==> src/rtl/cordic_pkg.sv <==
// Shared constants and types for the iterative CORDIC vectoring sequencer.
// Angles are signed centidegrees (4500 = 45.00 deg).
package cordic_pkg;

    localparam int ANG_W = 16;
    localparam int ATAN_N = 8;

    localparam logic signed [ANG_W-1:0] ATAN_TABLE [ATAN_N] = '{
        16'sd4500, 16'sd2657, 16'sd1404, 16'sd713,
        16'sd358,  16'sd179,  16'sd90,   16'sd45
    };

    localparam logic signed [ANG_W-1:0] ANG_P90 = 16'sd9000;
    localparam logic signed [ANG_W-1:0] ANG_M90 = -16'sd9000;

    // R * (1/2 + 1/8 - 1/64 - 1/512) ~= R * 0.6074, cancelling the CORDIC gain
    localparam int GC_SH0 = 1;
    localparam int GC_SH1 = 3;
    localparam int GC_SH2 = 6;
    localparam int GC_SH3 = 9;

    typedef enum logic [1:0] {
        ST_IDLE = 2'd0,
        ST_PRE  = 2'd1,
        ST_ITER = 2'd2,
        ST_DONE = 2'd3
    } state_t;

endpackage

==> src/rtl/cordic_vec_micro.sv <==
// One combinational CORDIC vectoring micro-rotation, driving y toward zero.
// Both updates use the incoming x/y; shifts are arithmetic.
module cordic_vec_micro
    import cordic_pkg::*;
#(
    parameter int XW = 18
) (
    input  logic signed [XW-1:0]    i_x,
    input  logic signed [XW-1:0]    i_y,
    input  logic signed [ANG_W-1:0] i_z,
    input  logic [2:0]              i_shift,
    input  logic signed [ANG_W-1:0] i_atan,
    output logic signed [XW-1:0]    o_x,
    output logic signed [XW-1:0]    o_y,
    output logic signed [ANG_W-1:0] o_z
);

    logic                 w_y_neg;
    logic signed [XW-1:0] w_xs;
    logic signed [XW-1:0] w_ys;

    assign w_y_neg = i_y[XW-1];
    assign w_xs    = i_x >>> i_shift;
    assign w_ys    = i_y >>> i_shift;

    assign o_x = w_y_neg ? (i_x - w_ys) : (i_x + w_ys);
    assign o_y = w_y_neg ? (i_y + w_xs) : (i_y - w_xs);
    assign o_z = w_y_neg ? (i_z - i_atan) : (i_z + i_atan);

endmodule

==> src/rtl/cordic_vec_sequencer.sv <==
// Iterative CORDIC vectoring engine: one shared micro-rotation reused over N
// cycles, returning magnitude and angle (centidegrees) over valid/ready.
//
// state | meaning
// IDLE  | waiting for a sample, in_ready=1
// PRE   | quadrant pre-rotation into the right half-plane
// ITER  | micro-rotation i = 0..N-1
// DONE  | first cycle loads result regs; then holds out_valid until accepted
module cordic_vec_sequencer
    import cordic_pkg::*;
#(
    parameter int W         = 16,
    parameter int N         = 8,
    parameter int GAIN_COMP = 1
) (
    input  logic                    clk,
    input  logic                    rst_n,
    input  logic                    in_valid,
    output logic                    in_ready,
    input  logic signed [W-1:0]     xi,
    input  logic signed [W-1:0]     yi,
    output logic                    out_valid,
    input  logic                    out_ready,
    output logic signed [W+1:0]     r_out,
    output logic signed [ANG_W-1:0] theta_out,
    output logic                    busy
);

    localparam int XW = W + 2;
    localparam logic [2:0] I_LAST = 3'(N - 1);

    state_t                  r_state;
    logic signed [XW-1:0]    r_x;
    logic signed [XW-1:0]    r_y;
    logic signed [ANG_W-1:0] r_z;
    logic [2:0]              r_i;
    logic                    r_out_valid;
    logic                    r_busy;
    logic signed [XW-1:0]    r_r_out;
    logic signed [ANG_W-1:0] r_theta;

    logic signed [XW-1:0]    w_x_nxt;
    logic signed [XW-1:0]    w_y_nxt;
    logic signed [ANG_W-1:0] w_z_nxt;
    logic signed [XW-1:0]    w_r_comp;
    logic signed [XW-1:0]    w_xi_ext;
    logic signed [XW-1:0]    w_yi_ext;
    logic                    w_accept;

    cordic_vec_micro #(.XW(XW)) u_micro (
        .i_x     (r_x),
        .i_y     (r_y),
        .i_z     (r_z),
        .i_shift (r_i),
        .i_atan  (ATAN_TABLE[r_i]),
        .o_x     (w_x_nxt),
        .o_y     (w_y_nxt),
        .o_z     (w_z_nxt)
    );

    assign w_xi_ext = {{2{xi[W-1]}}, xi};
    assign w_yi_ext = {{2{yi[W-1]}}, yi};
    assign w_r_comp = (r_x >>> GC_SH0) + (r_x >>> GC_SH1)
                    - (r_x >>> GC_SH2) - (r_x >>> GC_SH3);

    // DONE only frees the engine once the loaded result is actually taken
    assign in_ready = (r_state == ST_IDLE)
                   || (r_state == ST_DONE && r_out_valid && out_ready);
    assign w_accept = in_valid && in_ready;

    assign out_valid = r_out_valid;
    assign busy      = r_busy;
    assign r_out     = r_r_out;
    assign theta_out = r_theta;

    always_ff @(posedge clk or negedge rst_n) begin
        if (!rst_n) begin
            r_state     <= ST_IDLE;
            r_x         <= '0;
            r_y         <= '0;
            r_z         <= '0;
            r_i         <= '0;
            r_out_valid <= 1'b0;
            r_busy      <= 1'b0;
            r_r_out     <= '0;
            r_theta     <= '0;
        end else begin
            case (r_state)
                ST_IDLE: begin
                    if (w_accept) begin
                        r_x     <= w_xi_ext;
                        r_y     <= w_yi_ext;
                        r_z     <= '0;
                        r_busy  <= 1'b1;
                        r_state <= ST_PRE;
                    end
                end
                ST_PRE: begin
                    if (r_x[XW-1] && !r_y[XW-1]) begin
                        r_x <= r_y;
                        r_y <= -r_x;
                        r_z <= ANG_P90;
                    end else if (r_x[XW-1]) begin
                        r_x <= -r_y;
                        r_y <= r_x;
                        r_z <= ANG_M90;
                    end else begin
                        r_z <= '0;
                    end
                    r_i     <= '0;
                    r_state <= ST_ITER;
                end
                ST_ITER: begin
                    r_x <= w_x_nxt;
                    r_y <= w_y_nxt;
                    r_z <= w_z_nxt;
                    if (r_i == I_LAST) begin
                        r_busy  <= 1'b0;
                        r_state <= ST_DONE;
                    end else begin
                        r_i <= r_i + 3'd1;
                    end
                end
                ST_DONE: begin
                    if (!r_out_valid) begin
                        r_r_out     <= (GAIN_COMP != 0) ? w_r_comp : r_x;
                        r_theta     <= r_z;
                        r_out_valid <= 1'b1;
                    end else if (out_ready) begin
                        r_out_valid <= 1'b0;
                        if (in_valid) begin
                            r_x     <= w_xi_ext;
                            r_y     <= w_yi_ext;
                            r_z     <= '0;
                            r_busy  <= 1'b1;
                            r_state <= ST_PRE;
                        end else begin
                            r_state <= ST_IDLE;
                        end
                    end
                end
                default: r_state <= ST_IDLE;
            endcase
        end
    end

endmodule
==> config.mk <==
export PLATFORM = sky130hd
export DESIGN_NAME = cordic_vec_sequencer
export DESIGN_NICKNAME = d
export VERILOG_FILES = /design/src/rtl/cordic_pkg.sv /design/src/rtl/cordic_vec_micro.sv /design/src/rtl/cordic_vec_sequencer.sv
export SDC_FILE = /design/constraint.sdc
export NUM_CORES = 1
export LEC_CHECK = 0
export CAP_MARGIN = 10
export CORE_AREA = 2 2 116 202
export CTS_CLUSTER_DIAMETER = 80
export DETAILED_ROUTE_END_ITERATION = 8
export DIE_AREA = 0 0 118 204
export PLACE_DENSITY = 0.68
export SLEW_MARGIN = 20
export SYNTH_ARGS = -nofsm -noshare
export SYNTH_HDL_FRONTEND = slang
export SYNTH_SLANG_ARGS = --single-unit
==> constraint.sdc <==
create_clock -name clk -period 6 [get_ports clk]
set_input_delay 0.9 -clock clk [delete_from_list [all_inputs] [get_ports clk]]
set_output_delay 0.9 -clock clk [all_outputs]
set_load 0.02 [all_outputs]
==> After elaboration in Yosys (flattened, before gate mapping) <==
Memories as Yosys holds them, arrays and structs flattened.
Cells that the tools add are included.
W data, S select, Z words.
{ "totals": {"ff_bits": 93, "rom_bits": 128, "inputBits": 36, "word_cells": 96, "memories": 1} }
{ "memory_table": {"columns": ["memory", "words", "width", "rd", "rd_ports_with_merged_regs", "wr", "line", "source"], "rows": [
  ["(no name shown)", 8, 16, 1, 0, 0, "cordic_vec_sequencer.sv:55", ".i_atan (ATAN_TABLE[r_i]),"]
]} }
{ "op_classes": {"n_addsub": 12, "magnitude_cmp": 1, "eq_ne": 11, "n_shift": 2, "mux": 42, "bitwise_logic": 2, "reduce_logical": 15} }
{ "ops": {"columns": ["operator", "n"], "rows": [
  ["$mux W18", 14],
  ["$mux W16", 9],
  ["$pmux W18 S4", 2],
  ["$pmux W16 S4", 1],
  ["$add A18 B18 Y18", 2],
  ["$neg A18 Y18", 2],
  ["$sshr A18 B3 Y18", 2],
  ["$sub A18 B18 Y18", 2],
  ["$add A17 B15 Y18", 1],
  ["$sub A18 B12 Y18", 1],
  ["$sub A18 B9 Y18", 1],
  ["$add A16 B16 Y16", 1],
  ["$sub A16 B16 Y16", 1],
  ["$ne A2 B2 Y1 const B", 6],
  ["$mux W1", 8],
  ["$mux W2", 4],
  ["$pmux W2 S4", 1],
  ["$reduce_and A4 Y1", 2],
  ["$pmux W3 S2", 1],
  ["$reduce_and A6 Y1", 1],
  ["$reduce_and A5 Y1", 1],
  ["$eq A2 B2 Y1 const B", 2],
  ["$ge A4 B4 Y1 const B", 1],
  ["$logic_and A1 B1 Y1", 4],
  ["14 further kinds", 15]
]} }

==> Longest topological paths before layout <==
{ "depth": {"word_depth": 7, "depth_mapped": 22, "ltp_nobuf": 19} }

==> Modules after synthesis <==
Synthesis repeated with hierarchy kept, for this count alone.
{ "hier_totals": {"hier_cells": 1396, "hier_area_um2": 11576.1} }
{ "modules_own_cells": {"columns": ["module", "instances", "cells_per_inst", "area_per_inst_um2", "seq_area_each_um2"], "rows": [
  ["cordic_vec_sequencer", 1, 781, 6772.7, 2327.2],
  ["cordic_vec_micro", 1, 615, 4803.4, 0.0]
]} }

==> Least setup slack after synthesis <==
Ideal clock, no wire load.
{ "synth_timing": {"path_kind": "reg-to-reg", "start": "register r_i[2]", "end": "register r_x[17]", "arrival_time_ps": 4881, "required_time_ps": 5869, "path_slack_ps": 988, "stages_incl_launch_ff": 21, "period_less_slack_ps": 5012, "path_cell_list": "dfrtp_1 -> clkbuf_1 -> clkbuf_1 -> clkbuf_1 -> clkbuf_1 -> clkbuf_1 -> clkbuf_1 -> a21o_1 -> ha_1 -> nand4_1 -> o21ai_1 -> xnor2_1 -> ha_1 -> a21oi_1 -> nand2b_1 -> a2111o_1 -> and3_1 -> nor3_1 -> o21ai_0 -> and3_1 -> or3_1"} }
{ "synth_via": {"elab_chain_len": 4, "elab_cells_between_ends": 5, "cone_classes": "add/sub: 2; shift: 1; mux: 2"} }
{ "synth_lines": {"columns": ["element", "line", "source"], "rows": [
  ["from (decl)", "cordic_vec_sequencer.sv:36", "logic [2:0] r_i;"],
  ["from (signal assigned)", "cordic_vec_sequencer.sv:121", "r_i <= r_i + 3'd1;"],
  ["$sshr A18 B3 Y18 (*)", "cordic_vec_micro.sv:24", "assign w_ys = i_y >>> i_shift;"],
  ["$add A18 B18 Y18 or $sub A18 B18 Y18 (tied branches)", "cordic_vec_micro.sv:26", "assign o_x = w_y_neg ? (i_x - w_ys) : (i_x + w_ys);"],
  ["$mux W18 (*)", "cordic_vec_micro.sv:26", null],
  ["$pmux W18 S4 (*)", "cordic_vec_sequencer.sv:88", "case (r_state)"],
  ["to (signal assigned)", "cordic_vec_sequencer.sv:91", "r_x <= w_xi_ext;"],
  ["to (signal assigned)", "cordic_vec_sequencer.sv:100", "r_x <= r_y;"],
  ["to (signal assigned)", "cordic_vec_sequencer.sv:104", "r_x <= -r_y;"],
  ["to (decl)", "cordic_vec_sequencer.sv:33", "logic signed [XW-1:0] r_x;"]
]} }
Mark *: on every way between the ends. The rest lies on a longest branch, timed or not.
A chain may end at the register's enable or synchronous reset.

==> Worst setup path after layout <==
{ "layout_timing": {"start": "register r_i[1]", "end": "register r_x[17]"} }
Same word-level chain as after synthesis.

==> results.toml <==
[logic_synthesis]
yosysTopAreaCellShare_pct = 21.1
synth_common_cells = "nand2_1 (189), o21ai_0 (114), nor2_1 (110)"
ys_warn_count = 0
synth.avg_cell_area_sq_um = 7.91
synth_nets = 1545
ys_ff_latch = 93
ys_top_cells_by_area = "dfrtp_1 (21%), ha_1 (10%), nand2_1 (6.4%)"
synth-edff-count = 0
post-synth-top-count-cell = "nand2_1"
ys.flop_type = "dfrtp_1"
netlist_instances = 1393
synth_cell_type_count = 74
synth.yosys.seq_area_share_pct = 21.1
synth_largest_area_cell = "dfrtp_1"
ys_async_sr_fraction_pct = 100
mappedNetlistArea_sq_mm = 0.0110

[clock_tree]
hold_buffers = 0
clock-sinks = 93
h-tree-depth = 3
cts_made_buffers = 9
clk_pin_slew_ps = 80
clock_latency_ps = 390
root_buffer = "clkbuf_16"
clock_path_buffers = 2
cts_tree = "built"
cts_setup_buffers = 0
cts_repair_resize_count = 0

[setup_path]
required_ps = 6260
crit_path_start_kind = "flop"
critPathArrivalTime_ps = 5250
cp_max_fo = 38
critPathCaptureType = "flop"
reg2reg_setup_slack_ps = 1010
critPathLaunch = "r_i[1]"
worstRegToRegCells = 17
path_class = "flop to flop"
timing.rr.start = "r_i[1]"

[layout]
drive_gt1_share_pct = 6.04
fin_nets = 1571
ff_latch_area_sq_mm = 0.00233
design_area_sq_mm = 0.0122
multi_input_area_sq_mm = 0.00809
syn_to_final_growth_pct = 11.1
fill_cells = 2179
diodes = 0

[placement]
port_buffers = 72
hpwl_um = 27500
gp_congestion = 0.954
dpl-instance-area_sq_mm = 0.0120
dpl_worst_slack_ps = 1100

[route]
drt_first_iter_violations = 738
dr_total_vias = 10600
drc = 0
detail_route.first_pass.iterations = 5
ant_nets = 0
wire_per_inst_um = 20.9
routed_wl_um = 36000
viasPerCell = 6.12

[timing]
slew_headroom_pct = 23.1
fin_skew_ps = 9.15
tightest_slew_ps = 1150
rsz0062_at_grt = "no"
layout_setup_ws_ps = 1010
finalHoldViolCount = 0
fin_crit_sh_pct = 83.1
min_period_ps = 4990
fmax_ghz = 0.201
finalSetupViolations = 0
finalMaxSlewViolations = 0
whs_ps = 473
tns_ps = 0

[run_status]
status = "finished clean"

[flow_run]
maxCapViolCount = 0

[die]
boundaryPins = 73
initial_core_util_pct = 48.8
core_area_sq_mm = 0.0226
die_w_um = 118
die_area_sq_mm = 0.0241
placementRows = 73
die_height_um = 204

[hold_path]
hold-path-cell-count = 2
hold_path.class = "flop to flop"
hp-start = "theta_out[3]"

[global_route]
grtUsageTotal_pct = 30.4
grt_pass1_vias = 10400
grt_max_degree = 56
antenna_found_initial = 0
grt_pass1_wl_um = 56500
grt_overflow = 0
## worst max-delay path, stage by stage (launching register included)
cell and delay, ps:
dfrtp_2 900, o21ai_0 300, or2_2 330, a21oi_1 150
a21o_1 130, ha_1 240, nand4_1 110, o21ai_1 450
xnor2_1 170, ha_1 370, a21oi_1 230, nand2b_1 90
a2111o_1 320, and3_1 180, nor3_1 220, o21ai_0 140
and3_1 170, or3_1 350
## state kept, by name (all words and copies together) (netlist names)
signal	flops
busy	1
r_state	2
theta_out	16
r_out	18
r_x	18
r_z	16
r_i	3
out_valid	1
r_y	18
## layout make-up
cell class | instances | share of cell area [%]
clock buffers | 11 | 1.98
clock inverters | 5 | 0.266
inverters | 68 | 2.09
multi-input cells | 1150 | 66.1
flip-flops and latches | 93 | 19.1
well taps | 300 | 3.07
repair buffers | 97 | 7.40
## layer usage
metal / global-route usage (%) / up-vias / share of wire [%]
met5: 0 / - / 0
met4: 22.2 / 0 / 7.7
met3: 3.21 / 125 / 3.5
met2: 56.0 / 327 / 52
met1: 31.8 / 5042 / 37
li1: - / 5059 / -
## through the flow
stage	util, %	instances
finish	54.2	1724
global route	54.2	1724
CTS	54.2	1724
detailed placement	53.0	1708
global placement	53.0	1708
floorplan	-	1393
## cell usage in the layout (no fill, tap or decap), types with 23 or more instances in the layout
cell               n
nand2_1          189
o21ai_0          114
nor2_1           110
a21oi_1           92
dfrtp_1           89
ha_1              88
xnor2_1           77
clkdlybuf4s50_1   71
inv_1             64
mux2i_1           36
xor2_1            36
o31ai_1           31
nor3_1            28
fa_1              28
buf_4             26
a221oi_1          24
nand3_1           23
or3_1             23
## cell families (layout without fill, tap and decap cells)
| group | count (synthesis) | count (layout) | synth area share, % |
|---|---|---|---|
| XOR/XNOR | 113 | 113 | 8.98 |
| buffers and inverters | 150 | 181 | 5.51 |
| flip-flops | 93 | 93 | 21.1 |
| multiplexers | 62 | 62 | 7.18 |
| AND/OR/NAND/NOR | 457 | 457 | 18.8 |
| AO/OA/AOI/OAI | 402 | 402 | 23.3 |
| adder cells (fa/ha/maj) | 116 | 116 | 15.1 |
## worst paths after layout
check                                to
max                             r_x[17]
min                        theta_out[3]
max reg2reg                     r_x[17]
min reg2reg                theta_out[3]
max in group asynchronous        r_x[0]
min in group asynchronous      r_out[0]
Power is left out: the tool's default activity adds up to more than one toggle a clock period on the data nets, which glitch-free logic cannot reach.
==> RTL edit: new RTL, same settings <==
Re-encode `state_t` (4 states) as one-hot, 4 bits wide.
--- a/src/rtl/cordic_pkg.sv
+++ b/src/rtl/cordic_pkg.sv
@@ -20,9 +20,9 @@
     localparam int GC_SH3 = 9;
 
-    typedef enum logic [1:0] {
-        ST_IDLE = 2'd0,
-        ST_PRE  = 2'd1,
-        ST_ITER = 2'd2,
-        ST_DONE = 2'd3
+    typedef enum logic [3:0] {
+        ST_IDLE = 4'b0001,
+        ST_PRE  = 4'b0010,
+        ST_ITER = 4'b0100,
+        ST_DONE = 4'b1000
     } state_t;
 
Check against the original RTL: no difference found for any inputs over 10 cycles, from zero or initial values and one cycle with rst_n low; not proved beyond that.
==> RTL edit against the original RTL <==
- first-iteration DRC count down 4.5%
- clock skew up 0.00057 ns
- setup slack worse by 0.15 ns
- synthesized cell count down 6.0%
- die area unchanged
- synthesized area up 0.20%
- cell area up 0.24%
- sequential cell count up 2
- count of clock-buffer cells in the layout unchanged
- routed wire length down 9.0%
Power is left out: the tool's default activity adds up to more than one toggle a clock period on the data nets, which glitch-free logic cannot reach.
==> RTL edit: results (changes against the original RTL) <==
stage	metric	value	unit	change
status	outcome	complete, no violations		
place	post-place-ws	0.906	ns	-0.191 ns
clock_network	clk_latency	0.38	ns	
clock_network	cts_resized	0		unchanged
cells_and_area	final_nets	1481		-5.7%
yosys	yosys_warnings	0		unchanged
worst_setup_path	critPathMaxFanout	39		+2.6%
clock_network	cts-htree-levels	3		unchanged
timing	skew	0.00972	ns	+0.000572 ns
clock_network	clk_pin_slew	0.07	ns	
global_routing	grt_antenna_before_repair	0		unchanged
yosys	synthCells	1310		-6.0%
routing	firstDrtPassIters	6		+1
global_routing	grt_max_degree	70		+25%
yosys	synth.area.top_cells	dfrtp_1 21%, ha_1 9.4%, xnor2_1 6.2%		
yosys	synth_cell_types	87		+18%
clock_network	post_cts_buffers	0		unchanged
worst_hold_path	hold_class	flop to flop		
clock_network	cts_buffers	9		unchanged
global_routing	track_usage	0.277		-0.0265
routing	ant_nets	0		unchanged
global_routing	grt_pass1_wl	52.2	mm	-7.6%
routing	drt_iter0_markers	705		-4.5%
place	place.gp.congestion	0.941		-1.3%
cells_and_area	n_antenna_cell	0		unchanged
timing	maxSlewHeadroom	0.330		+0.0989
place	dp_hpwl	25.1	mm	-9.0%
place	port_buffers	72		unchanged
global_routing	first_global_vias	9934		-4.1%
yosys	ys.flop_type	dfrtp_1		
clock_network	cts_buffer_depth	2		unchanged
routing	dr_total_vias	10100		-4.1%
routing	drt_wl_total	32.8	mm	-9.0%
worst_setup_path	crit_arrival	5.45	ns	+0.20 ns
clock_network	cts-root-buf	clkbuf_16		
yosys	synth-async-reset-ratio	1.00		unchanged
cells_and_area	num-fill-cells	2150		-1.3%
routing	wire_per_inst	20.0	um	-4.3%
cells_and_area	final_layout_size_suffix_gt1_frac	0.0866		+0.0262
yosys	synth_common_cells	124 x nor2_1, 121 x a21oi_1, 102 x nand2_1		
yosys	ys_seq_area_frac	0.215		+0.00422
-- RTL edit: cell count changes after synthesis, sizes merged, moves of 11 or more --
cell    change
o21ai      -28
mux2       +17
nor2       +14
or3        -11
a21o       +11
a221oi     -15
nand2      -87
a222oi     +20
o31ai      -21
a21oi      +27
-- RTL edit: layer usage --
layer  global-route usage  routed length, um  vias to the layer above
li1                     -                  -                     4801
met1                0.291              11800                     4850
met2                0.493              16600                      347
met3               0.0340               1420                      121
met4                0.231               2930                        0
met5                    0                  0                        -
-- RTL edit: kinds of logic after synthesis --
| family | Yosys count | share of synthesized area |
|---|---|---|
| AOI/OAI and AO/OA | 373 | 0.219 |
| and+or+nand+nor | 375 | 0.165 |
| adders and majority gates | 111 | 0.145 |
| xor gates and xnor gates | 118 | 0.0936 |
| buffers and inverters | 155 | 0.0587 |
| DFF | 95 | 0.215 |
| muxes | 83 | 0.103 |
-- RTL edit: final timing paths --
check                           slack [ns]  cells after the start     start        to
worst max-delay path                  0.86                     15    r_i[0]   r_x[16]
worst min-delay path                  0.48                      2  r_out[3]  r_out[3]
worst max register to register        0.86                     15    r_i[0]   r_x[16]
worst min register to register        0.48                      2  r_out[3]  r_out[3]
max in group asynchronous             4.30                      2     rst_n    r_i[0]
min in group asynchronous             0.53                      1     rst_n  r_out[0]
-- RTL edit: final cells by class --
class / instances / area share
tap: 300 / 0.0306
multi-input combinational: 1060 / 0.656
clock inverter: 5 / 0.00459
inverter: 72 / 0.0220
clock buffer: 11 / 0.0198
sequential: 95 / 0.194
timing repair buffer: 96 / 0.0732
-- RTL edit: stage by stage --
stage,hold WS (ns),instance area [um2]
2_1_floorplan,0.474,11000
3_3_place_gp,0.463,12000
3_5_place_dp,0.473,12000
4_1_cts,0.488,12300
5_1_grt,0.511,12300
6_report,0.482,12300
-- RTL edit: worst max-delay path: stages, from the launching register on --
cell and delay, ns:
dfrtp_2 0.95, buf_4 0.39, mux2_4 0.35, mux4_2 0.49, nor2_1 0.15, and4_1 0.32, a21oi_1 0.11, xor2_1 0.17
ha_1 0.34, a21oi_1 0.15, o21ai_0 0.17, or3_1 0.33, o21ai_0 0.23, o21ai_0 0.22, a2111oi_0 0.45, o32a_1 0.22
